[config.mk]
export PLATFORM = sky130hd
export DESIGN_NAME = rosc_freq_counter
export DESIGN_NICKNAME = d
export VERILOG_FILES = /design/src/rtl/rosc_freq_counter.sv
export SDC_FILE = /design/constraint.sdc
export NUM_CORES = 1
export LEC_CHECK = 0
export CAP_MARGIN = 20
export CORE_AREA = 2 2 84 86
export CTS_CLUSTER_DIAMETER = 100
export CTS_CLUSTER_SIZE = 24
export DETAILED_ROUTE_END_ITERATION = 6
export DIE_AREA = 0 0 86 88
export PLACE_DENSITY_LB_ADDON = 0.15
export SETUP_SLACK_MARGIN = 0.3
export SYNTH_ARGS = -nofsm -noshare
export SYNTH_HDL_FRONTEND = slang
export SYNTH_SLANG_ARGS = --single-unit
export TNS_END_PERCENT = 30
[constraint.sdc]
create_clock -name clk_i -period 3.6 [get_ports clk_i]
set_clock_uncertainty 0.1 [all_clocks]
set_input_delay 0.9 -clock clk_i [delete_from_list [all_inputs] [get_ports clk_i]]
set_output_delay 0.9 -clock clk_i [all_outputs]
set_load 0.05 [all_outputs]
[src/rtl/rosc_freq_counter.sv]
// Purpose : measures ring-oscillator frequency by counting synchronised osc_in
//           rising edges over a programmable window of gate_len_i clk cycles.
// Latency : start_i seen in cycle T -> ARM at T+1 -> COUNT at T+2..T+1+N ->
//           done_o and the new count_o at T+2+N (N = gate_len_i).
// Backpres: none. start_i, cont_i and gate_len_i are ignored while busy_o is high.
//
// Ports:
//   clk_i        system clock
//   rst_i        synchronous, active-high reset
//   osc_in_i     asynchronous ring-oscillator output
//   start_i      measurement request, sampled only in IDLE
//   cont_i       continuous mode, sampled together with start_i
//   gate_len_i   gate window length in clk cycles, sampled with start_i
//   busy_o       high in ARM, COUNT and DONE
//   done_o       one-cycle pulse when count_o/ovf_o are updated
//   count_o      edge count of the last completed measurement
//   ovf_o        last measurement saturated
//
// Accuracy: exact only while osc_in_i high and low phases each last at least
// one clk cycle. Faster inputs alias and this is not detected.
// SYNC_STAGES has a legal range of 2..4.
module rosc_freq_counter #(
    parameter int CNT_W       = 16,
    parameter int GATE_W      = 16,
    parameter int SYNC_STAGES = 2
) (
    input  logic              clk_i,
    input  logic              rst_i,
    input  logic              osc_in_i,
    input  logic              start_i,
    input  logic              cont_i,
    input  logic [GATE_W-1:0] gate_len_i,
    output logic              busy_o,
    output logic              done_o,
    output logic [CNT_W-1:0]  count_o,
    output logic              ovf_o
);

    typedef enum logic [1:0] {
        ST_IDLE  = 2'd0,
        ST_ARM   = 2'd1,
        ST_COUNT = 2'd2,
        ST_DONE  = 2'd3
    } state_t;

    // ------------------------------------------------------------------
    // Synchroniser and edge detector. These run in every state so that the
    // edge history is already valid when a window opens.
    // ------------------------------------------------------------------
    logic [SYNC_STAGES-1:0] sync_q;
    logic                   prev_q;
    logic                   osc_s;
    logic                   rise;

    assign osc_s = sync_q[SYNC_STAGES-1];
    assign rise  = osc_s & ~prev_q;

    always_ff @(posedge clk_i) begin
        if (rst_i) begin
            sync_q <= '0;
            prev_q <= 1'b0;
        end else begin
            sync_q <= {sync_q[SYNC_STAGES-2:0], osc_in_i};
            prev_q <= osc_s;
        end
    end

    // ------------------------------------------------------------------
    // Saturating edge counter next-state. Once the counter is at all-ones a
    // further edge cannot be represented, so the value holds and the
    // overflow flag records that edges were lost.
    // ------------------------------------------------------------------
    logic [CNT_W-1:0] edge_cnt_q;
    logic [CNT_W-1:0] edge_cnt_d;
    logic             ovf_flag_q;
    logic             ovf_flag_d;

    always_comb begin
        edge_cnt_d = edge_cnt_q;
        ovf_flag_d = ovf_flag_q;
        if (rise) begin
            if (&edge_cnt_q) begin
                ovf_flag_d = 1'b1;
            end else begin
                edge_cnt_d = edge_cnt_q + CNT_W'(1);
            end
        end
    end

    // ------------------------------------------------------------------
    // Control FSM with registered outputs.
    // ------------------------------------------------------------------
    state_t           state_q;
    logic [GATE_W-1:0] gate_lat_q;
    logic [GATE_W-1:0] gate_cnt_q;
    logic             cont_q;
    logic             busy_q;
    logic             done_q;
    logic [CNT_W-1:0] count_q;
    logic             ovf_q;

    always_ff @(posedge clk_i) begin
        if (rst_i) begin
            state_q    <= ST_IDLE;
            gate_lat_q <= '0;
            gate_cnt_q <= '0;
            cont_q     <= 1'b0;
            edge_cnt_q <= '0;
            ovf_flag_q <= 1'b0;
            busy_q     <= 1'b0;
            done_q     <= 1'b0;
            count_q    <= '0;
            ovf_q      <= 1'b0;
        end else begin
            done_q <= 1'b0;
            case (state_q)
                ST_IDLE: begin
                    // A zero-length window is rejected outright rather than
                    // producing a degenerate measurement.
                    if (start_i && (gate_len_i != '0)) begin
                        gate_lat_q <= gate_len_i;
                        cont_q     <= cont_i;
                        busy_q     <= 1'b1;
                        state_q    <= ST_ARM;
                    end
                end

                ST_ARM: begin
                    edge_cnt_q <= '0;
                    ovf_flag_q <= 1'b0;
                    gate_cnt_q <= gate_lat_q;
                    state_q    <= ST_COUNT;
                end

                ST_COUNT: begin
                    edge_cnt_q <= edge_cnt_d;
                    ovf_flag_q <= ovf_flag_d;
                    gate_cnt_q <= gate_cnt_q - GATE_W'(1);
                    // gate_cnt_q == 1 marks the last sampling cycle. The
                    // result is published from the next-state values so the
                    // edge seen in this final cycle is included and done_o
                    // is high during DONE itself.
                    if (gate_cnt_q == GATE_W'(1)) begin
                        count_q <= edge_cnt_d;
                        ovf_q   <= ovf_flag_d;
                        done_q  <= 1'b1;
                        state_q <= ST_DONE;
                    end
                end

                ST_DONE: begin
                    // Continuous mode re-arms with the latched window and
                    // can only be left through reset.
                    if (cont_q) begin
                        state_q <= ST_ARM;
                    end else begin
                        busy_q  <= 1'b0;
                        state_q <= ST_IDLE;
                    end
                end

                default: begin
                    busy_q  <= 1'b0;
                    state_q <= ST_IDLE;
                end
            endcase
        end
    end

    assign busy_o  = busy_q;
    assign done_o  = done_q;
    assign count_o = count_q;
    assign ovf_o   = ovf_q;

endmodule

==> impl_metrics.yaml <==
clock_network:
  cts_hold_buf: 0
  worst_setup_hold_path_clk_slew_ns: 0.08
  post_cts_resized: 0
  tritoncts: "done"
  cts.sinks: 74
  clk_path_buf_depth: 2
  post-cts-setup-buffers: 0
  clock_latency_ns: 0.35
  root_cell_of_the_clock_tree: "clkbuf_8"
  htreeDepth: 3
  numCtsBuffers: 9
logic_synthesis:
  netlist_top_cells_count: "dfxtp_1, nor2_1, a21oi_1, o21ai_0, clkbuf_1"
  synth-edff-count: 0
  synthesis.area_um2: 3660
  synth_flop_cell: "dfxtp_1"
  synthesis.nets: 473
  yosys_register_bits: 74
  yosys_warnings: 0
  yosys.area_share.adder: 0.0240
  ys_top_cells_by_area: "dfxtp_1, mux2i_1, a21oi_1"
  post_synth_and_or_nand_nor_area_fraction: 0.227
  synth-async-reset-ratio: 0
  main_combinational_cell_family_by_area_after_synthesis: "simple AND/OR/NAND/NOR gates"
  synth.area.mux_share: 0.0633
  synth_area_leader_cell: "dfxtp_1"
  synthDominantCellAreaShare: 0.405
  post_synth_inst_count: 445
  yosysMostFrequentCell: "dfxtp_1"
  synth-seq-area-share: 0.405
  post_synth.cell_area_avg_um2: 8.22
  share_of_the_synthesized_area_in_compound_gates_ao_oa_aoi_oai: 0.204
  synthDistinctLibCells: 51
  synth-xor-area-share: 0.0287
final_layout:
  finish.net_count: 497
  num_antenna_cells: 0
  flow.area_growth_from_synthesis_pct: 17.2
  fraction_of_final_layout_cells_sized_beyond_drive_strength_1: 0.0654
worst_setup_path:
  timing.critical_path.buf_inv: 1
  timing.critical_path.max_delay_family: "simple AND/OR/NAND/NOR gates"
  critPathKind: "primary input to register"
  critPathSlowestCell: "and2_1"
  critPathCaptureType: "register"
  data_arrival_critical_path_ns: 3.06
  critPathMaxStageDelay_ns: 0.80
  cp_max_fo: 17
  critical_path.startpoint_type: "primary input"
  worstPathCellList: "clkdlybuf4s50_1 > nor4_1 > a41oi_1 > and2_1 > mux2i_1 > nor2_1"
  cp.required_ns: 3.71
global_routing:
  grt_first_pass_wirelength_um: 15000
  maximum_number_of_pins_on_one_net_before_global_route_repair: 64
  vias_in_the_first_global_route: 3199
  global_route.usage.total: 0.250
  gr-total-overflow: 0
  antenna_violations_before_repair: 0
worst_hold_path:
  hold_class: "register to register"
sta:
  maxSlewHeadroom: 0.393
  post-route-worst-setup-slack_ns: 0.656
  timing_hold_violations_final: 0
  period_needed_ns: 2.94
  worst-slew-pin-transition_ns: 0.910
  setup_violations: 0
  totalNegativeSetupSlack_ns: 0
  period_share: 0.818
  grt_setup_unrepaired: "false"
  slew_violations: 0
  timing.hold.ws_ns: 0.351
  fmax_mhz: 340
routing:
  drc: 0
  dr.pass1.iters: 4
  detailedRoute.firstIterationViolations: 186
  route.detailed.wl_per_inst_um: 15.8
  finalWirelength_um: 8750
  postRouteAntennaNets: 0
  num_vias: 3336
  post_drt_via_cell_ratio: 6.02
placed_design:
  gp_congestion: 0.820
  pre_cts_slack_ns: 0.333
  place.detailed.hpwl_um: 5970
  numPortBuffers: 39
power_and_ir_drop:
  cell_internal_pwr_mw: 1.74
  leakagePower_nw: 1.50
  cellPowerDensity_nw_per_um2: 677
  vdd_drop_max_v: 0.000445
  swShare: 0.399
  total_power_mw: 2.90
  pwr-share-clk: 0.246
  seq_power_share: 0.354
  netSwitchingPower_mw: 1.16
  combPwrFrac: 0.400
floorplan:
  design.die.area_um2: 7570
  initial_utilization: 0.550
  die_y_um: 88
  core-area_um2: 6640
  die_w_um: 86
  num_rows: 30
  ioPinCount: 40
outcome:
  status: "completed"
run:
  timing.max_cap.violations: 0
[stage by stage]
stage	std cells	cell area, µm²	utilization
5_1_grt	554	4280	0.645
2_1_floorplan	445	3660	-
3_5_place_dp	538	4070	0.612
3_3_place_gp	538	4070	0.612
4_1_cts	554	4280	0.645
6_report	554	4280	0.645
[kinds of logic (layout without fill, tap and decap cells)]
group	Yosys count	after routing
multiplexers	23	23
buffers and inverters	46	75
AO/OA/AOI/OAI	120	120
XOR/XNOR	12	12
flip-flops	74	74
AND/OR/NAND/NOR	163	163
adder cells (fa/ha/maj)	7	7
[flip-flops by register name, indices dropped and copies added (netlist names), 2 cells and up]
register    flops
gate_cnt_q     16
edge_cnt_q     16
sync_q          2
gate_lat_q     16
count_o        16
state_q         2
[layout make-up]
type                       count  area (µm²)
fill                         600        2360
multi-input combinational    325        2000
sequential                    74        1480
timing repair buffer          46         438
clock buffer                   9         124
tap                           80         100
clock inverter                 7        93.8
inverter                      13        48.8
[worst register-to-register path: stages, from the launching register on]
cell	delay [ns]
dfxtp_1	0.36
or4_1	0.66
or4_4	0.59
or2_0	0.40
or3_1	0.46
a21oi_2	0.13
[metal layers]
metal	vias up	track usage	wire, µm
li1	1684	-	-
met1	1557	0.292	3880
met2	76	0.438	4360
met3	19	0.0471	306
met4	0	0.127	210
met5	-	0	0
[path summary, 6_finish.rpt]
| path | slack (ns) | end | cells after the start | start |
|---|---|---|---|---|
| max | 0.66 | gate_lat_q[6] | 6 | gate_len_i[2] |
| min | 0.35 | count_o[3] | 2 | count_o[3] |
| max reg2reg | 0.84 | count_o[2] | 5 | gate_cnt_q[8] |
| min reg2reg | 0.35 | count_o[3] | 2 | count_o[3] |
[power by group through the flow]
stage	clock (mW)	sequential (mW)	combinational [mW]
final	0.714	1.03	1.16
after global placement	0	1.04	1.12
after floorplan	0	1.05	0.846
after CTS	0.721	1.02	1.15
after detailed placement	0	1.04	1.14
after global routing	0.758	1.04	1.30
[placed cells by master, fill, tap and decap left out, drive strengths merged, types with 4 or more instances in the layout]
cell type	instances
dfxtp	74
nor2	43
clkdlybuf4s50	38
a21oi	37
o21ai	34
nand2	28
mux2i	22
nor3	21
nor4	15
nand3	13
inv	12
a211oi	12
or3	9
clkbuf	9
a31oi	8
buf	8
ha	7
or4	7
nor2b	6
nand4	6
a22oi	6
xnor2	6
xor2	6
a32o	5
clkinv	4
Power figures use the tool's default switching activity.
